`src/rtl/stepper_move_sequencer.sv`:
```
// Move sequencer: buffers signed X/Y step pairs in a small FIFO and hands
// them one at a time to an XY stepper controller over trigger/done, paced
// by the shared clk_en tick. All-zero pairs are retired without a trigger.
module stepper_move_sequencer #(
  parameter int COUNT_BITS_X = 8,
  parameter int COUNT_BITS_Y = 8,
  parameter int DEPTH        = 4,
  parameter int MOVES_BITS   = 16
) (
  input  logic                           clk,
  input  logic                           reset,
  input  logic                           clk_en,
  input  logic                           in_valid,
  output logic                           in_ready,
  input  logic signed [COUNT_BITS_X-1:0] in_steps_x,
  input  logic signed [COUNT_BITS_Y-1:0] in_steps_y,
  input  logic                           run,
  input  logic                           flush,
  input  logic                           ctrl_done,
  output logic                           trigger,
  output logic signed [COUNT_BITS_X-1:0] num_steps_x,
  output logic signed [COUNT_BITS_Y-1:0] num_steps_y,
  output logic                           busy,
  output logic [$clog2(DEPTH):0]         level,
  output logic [MOVES_BITS-1:0]          moves_done
);

  localparam int PTR_W = $clog2(DEPTH);
  localparam int LVL_W = PTR_W + 1;

  typedef enum logic [1:0] {
    IDLE      = 2'd0,
    TRIGGER   = 2'd1,
    WAIT_DONE = 2'd2
  } state_t;

  state_t state, state_next;

  logic signed [COUNT_BITS_X-1:0] mem_x [DEPTH];
  logic signed [COUNT_BITS_Y-1:0] mem_y [DEPTH];
  logic [PTR_W-1:0]               wr_ptr, rd_ptr;

  logic                           full;
  logic                           wr_en;
  logic                           can_pop;
  logic                           pop;
  logic                           latch;
  logic [1:0]                     move_inc;
  logic signed [COUNT_BITS_X-1:0] head_x;
  logic signed [COUNT_BITS_Y-1:0] head_y;
  logic                           head_zero;

  // in_ready looks at the pre-pop level, so a full FIFO refuses a write
  // even on the tick that pops; flush also drops the same-cycle write
  assign full      = (level == LVL_W'(DEPTH));
  assign in_ready  = !full;
  assign wr_en     = in_valid && !full && !flush;
  assign head_x    = mem_x[rd_ptr];
  assign head_y    = mem_y[rd_ptr];
  assign head_zero = (head_x == '0) && (head_y == '0);
  // a flush on the same edge wins over a pop so nothing stale gets dispatched
  assign can_pop   = run && (level != '0) && !flush;
  assign trigger   = (state == TRIGGER);
  assign busy      = (state != IDLE);

  // FIFO storage; contents need no reset since level gates every read
  always_ff @(posedge clk) begin
    if (wr_en) begin
      mem_x[wr_ptr] <= in_steps_x;
      mem_y[wr_ptr] <= in_steps_y;
    end
  end

  // FIFO pointers and occupancy; pointers wrap naturally at power-of-two depth
  always_ff @(posedge clk or posedge reset) begin
    if (reset) begin
      wr_ptr <= '0;
      rd_ptr <= '0;
      level  <= '0;
    end else if (flush) begin
      wr_ptr <= '0;
      rd_ptr <= '0;
      level  <= '0;
    end else begin
      if (wr_en) wr_ptr <= wr_ptr + PTR_W'(1);
      if (pop)   rd_ptr <= rd_ptr + PTR_W'(1);
      case ({wr_en, pop})
        2'b10:   level <= level + LVL_W'(1);
        2'b01:   level <= level - LVL_W'(1);
        default: level <= level;
      endcase
    end
  end

  // dispatch decisions: pop/latch/count only on clk_en ticks
  always_comb begin
    state_next = state;
    pop        = 1'b0;
    latch      = 1'b0;
    move_inc   = 2'd0;
    if (clk_en) begin
      case (state)
        IDLE: begin
          if (can_pop && ctrl_done) begin
            pop = 1'b1;
            if (head_zero) begin
              move_inc = 2'd1;
            end else begin
              latch      = 1'b1;
              state_next = TRIGGER;
            end
          end
        end
        TRIGGER: begin
          state_next = WAIT_DONE;
        end
        WAIT_DONE: begin
          if (ctrl_done) begin
            move_inc   = 2'd1;
            state_next = IDLE;
            // chain straight into the next move to keep 2-tick spacing
            if (can_pop) begin
              pop = 1'b1;
              if (head_zero) begin
                move_inc = 2'd2;
              end else begin
                latch      = 1'b1;
                state_next = TRIGGER;
              end
            end
          end
        end
        default: state_next = IDLE;
      endcase
    end
  end

  // state, latched move and completed-move counter
  always_ff @(posedge clk or posedge reset) begin
    if (reset) begin
      state       <= IDLE;
      num_steps_x <= '0;
      num_steps_y <= '0;
      moves_done  <= '0;
    end else begin
      state      <= state_next;
      moves_done <= moves_done + MOVES_BITS'(move_inc);
      if (latch) begin
        num_steps_x <= head_x;
        num_steps_y <= head_y;
      end
    end
  end

endmodule

```
`config.mk`:
```
export PLATFORM = sky130hd
export DESIGN_NAME = stepper_move_sequencer
export DESIGN_NICKNAME = d
export VERILOG_FILES = /design/src/rtl/stepper_move_sequencer.sv
export SDC_FILE = /design/constraint.sdc
export NUM_CORES = 1
export LEC_CHECK = 0
export ABC_AREA = 1
export CELL_PAD_IN_SITES_DETAIL_PLACEMENT = 1
export CELL_PAD_IN_SITES_GLOBAL_PLACEMENT = 2
export CORE_MARGIN = 2
export CORE_UTILIZATION = 36
export CTS_CLUSTER_DIAMETER = 200
export DETAILED_ROUTE_END_ITERATION = 10
export PLACE_DENSITY = 0.75
export SLEW_MARGIN = 20
export SYNTH_ARGS = -nofsm -noshare
export SYNTH_HDL_FRONTEND = slang
export SYNTH_SLANG_ARGS = --single-unit
```
`constraint.sdc`:
```
create_clock -name clk -period 4.47 [get_ports clk]
set_clock_uncertainty 0.05 [all_clocks]
set_input_delay 0.447 -clock clk [delete_from_list [all_inputs] [get_ports clk]]
set_output_delay 0.447 -clock clk [all_outputs]
set_load 0.005 [all_outputs]
```
==> metrics.md <==
| Metric | Value |
|---|---|
| Wire length after detailed routing | `9.691 mm` |
| H-tree depth | `3` |
| Hold Crit Class | `flip-flop to flip-flop` |
| Pwr dens | `455.9 mW/mm^2` |
| Worst slew margin | `0.3537` |
| Critical Path RT | `4660 ps` |
| Overall global routing resource usage | `0.1573` |
| Synth Area in XOR/XNOR | `0.02881` |
| Die area | `0.01358 mm^2` |
| CTS Buf Count | `9` |
| Reg2reg start | `rd_ptr[1]` |
| Worst path buffer plus inverter count | `2` |
| Max Slew Vio Count | `0` |
| Post-Synth Adder-Cell Area | `0.02525` |
| Post-Syn Nets | `440` |
| Static Leak | `0.002260 uW` |
| I/O Buffers | `60` |
| Initial antenna violation count | `0` |
| DRC viols | `0` |
| Total power | `2531 uW` |
| Clock Tree Buf Depth | `2` |
| Commonest non-fill, non-tap cells in the layout | `nand2_1 (122), edfxtp_1 (64), clkdlybuf4s50_1 (60)` |
| Clock insertion delay at the later pin of the skew report | `360 ps` |
| Vias in the first global route | `3149` |
| Outcome | `complete, no violations` |
| Clock sinks | `105` |
| Share of synthesized area occupied by flip-flops and latches | `0.6465` |
| Post-synthesis compound-gate area fraction | `0.04473` |
| Total iterations of the first detailed-routing run | `4` |
| Register Area | `0.002948 mm^2` |
| Synth area leaders | `edfxtp_1 (42%), dfrtp_1 (23%), nand2_1 (10%)` |
| Mapped cell area | `0.004559 mm^2` |
| Die Wd | `116.5 um` |
| Crit Path Max Fanout | `18` |
| Largest family of logic cells by synthesized area | `simple AND/OR/NAND/NOR gates` |
| Synth warn | `0` |
| Worst path cell trace | `inv_4 -> nand3_1 -> nand2_1 -> nand2_1 -> nor2_1 -> nand2_1 -> nor2_2 -> a21oi_1 -> nor2_1 -> ha_1 -> inv_1 -> fa_1 -> nor4_1 -> nand2_1 -> nor2_1 -> nand4_1 -> xnor2_1` |
| Crit path DAT | `4110 ps` |
| Setup CP Type | `flip-flop to flip-flop` |
| Final Cycle Share | `0.8768` |
| Avg Inst Size Synth | `11.15 um^2` |
| DRT antenna net count | `0` |
| Total number of vias | `3000` |
| Fill cells | `1393` |
| Row Count | `41` |
| Final Hold Viols | `0` |
| Die Height | `116.5 um` |
| Commonest non-fill, non-tap cell in the layout | `nand2_1` |
| Post-Synth Simple-Gate Area | `0.2001` |
| Fin Setup TNS | `0 ps` |
| Share of layout cells above drive strength 1 | `0.1179` |
| Family with the most delay on the worst path | `simple AND/OR/NAND/NOR gates` |
| N_diodes | `0` |
| Cell repeated most along the worst path | `nand2_1` |
| First-pass GRT wire length | `15.91 mm` |
| Starting DRC count in detailed routing | `212` |
| Synth Flop Type | `edfxtp_1` |
| Clock Pin Slew Worst Setup and Hold Paths | `70 ps` |
| Multi-input gate area | `0.001373 mm^2` |
| Largest net degree at the start of global routing | `42` |
| Mux contribution to synthesized area | `0` |
| Placement Setup Slack | `526.2 ps` |
| Effective utilization at floorplan | `0.3643` |
| Vias per inst | `4.637` |
| CTS tree | `built` |
| Mapped Cells | `409` |
| Resize count post-CTS | `0` |
| RePlAce Congestion | `0.7473` |
| Post-synth top area cell | `edfxtp_1` |
| Period minus WS final | `3919 ps` |
| I/O pin cnt | `61` |
| Unrepaired setup endpoints after global routing | `false` |
| Asr flop ratio synth | `0.3905` |
| Yosys cell types | `28` |
| Area share of the largest cell type after synthesis | `0.4215` |
| Yosys reg bits | `105` |
| Cts hold-fix bufs | `0` |
| Layout area overhead | `21.76%` |
| Worst Tran Pin Value | `968.4 ps` |
| Per-cell routed wire length | `14.98 um` |
| CP max stage delay | `660 ps` |
| CP startpoint | `rd_ptr[1]` |
| Number of max-cap violations | `0` |
| CP Launch Type | `flip-flop` |
| Worst vdd ir | `0.0003237 V` |
| Fmax | `0.2552 GHz` |
| Layout Nets | `501` |
| Root Buffer | `clkbuf_16` |
| DP HPWL | `6.644 mm` |
| Grt total ovfl | `0` |
| Worst hold start | `moves_done[15]` |
| Max stage delay cell, worst path | `dfrtp_1` |
| Setup bufs post-CTS | `0` |
| Worst setup EP type | `flip-flop` |
| Worst setup margin | `550.8 ps` |
| Post-synth EDFFs | `64` |
| Core area | `0.01252 mm^2` |
| Setup-failing EPs final | `0` |
-- final timing paths --
check	cells past startpoint	slack, ps	to
worst max-delay path	17	550	moves_done[14]
worst min-delay path	1	420	moves_done[15]
worst max register to register	17	550	moves_done[14]
worst min register to register	1	420	moves_done[15]
max in group asynchronous	3	3510	moves_done[6]
min in group asynchronous	3	500	num_steps_x[3]
-- worst reg2reg max path, delay by kind of cell, from the launching register on --
family,cells,cell delay [ps]
XOR/XNOR,1,140
adder cells (fa/ha/maj),2,590
AND/OR/NAND/NOR,11,1890
AO/OA/AOI/OAI,1,90
flip-flops,1,660
buffers and inverters,2,390
-- synth_stat cells, types with 3 or more instances --
| master | count |
|---|---|
| nand2_1 | 122 |
| edfxtp_1 | 64 |
| dfrtp_1 | 41 |
| nand3_1 | 39 |
| inv_1 | 27 |
| nor2_1 | 21 |
| nand2_2 | 14 |
| o21ai_2 | 14 |
| o21ai_0 | 10 |
| xnor2_1 | 8 |
| xor2_1 | 7 |
| buf_6 | 6 |
| ha_1 | 6 |
| buf_2 | 4 |
| nand4_1 | 4 |
| a21oi_1 | 3 |
| nor2_2 | 3 |
-- cell type report --
| cell class | count | area share |
|---|---|---|
| Clock buffer | 10 | 0.04124 |
| Clock inverter | 6 | 0.009015 |
| Inverter | 29 | 0.02051 |
| Multi-Input combinational cell | 262 | 0.2472 |
| Sequential cell | 105 | 0.5310 |
| Tap cell | 172 | 0.03876 |
| Timing Repair Buffer | 63 | 0.1122 |
-- per-layer routing --
layer	vias up	GRT usage	wire length (um)
li1	1471	-	-
met1	1461	0.1956	4559
met2	56	0.2585	4524
met3	12	0.05397	455
met4	0	0.05255	152
met5	-	0	0
-- registers in the layout (all words and copies together) (netlist names) --
register,cells
level,3
mem_x,32
mem_y,32
moves_done,16
num_steps_x,8
num_steps_y,8
rd_ptr,2
state,2
wr_ptr,2
-- kinds of logic (layout without fill, tap and decap cells) --
family | Yosys count | in the layout
AOI/OAI and AO/OA | 30 | 30
DFF | 105 | 105
adders and majority gates | 8 | 8
xor gates and xnor gates | 15 | 15
buffers and inverters | 42 | 108
and+or+nand+nor | 209 | 209
-- per-stage QoR --
| step | hold slack (ps) | cell area (um^2) | util | std cells |
|---|---|---|---|---|
| floorplan | 414.7 | 4559 | - | 409 |
| global placement | 407.1 | 5273 | 0.4212 | 631 |
| detailed placement | 410.1 | 5273 | 0.4212 | 631 |
| CTS | 423.3 | 5552 | 0.4435 | 647 |
| global route | 448.6 | 5552 | 0.4435 | 647 |
| finish | 416.9 | 5552 | 0.4435 | 647 |
-- where the power goes --
group          switching, uW  internal, uW  leakage, uW
logic                    244           288      0.00101
clock network            365           386     0.000131
registers               92.9          1150      0.00112
Power figures use the tool's default switching activity.
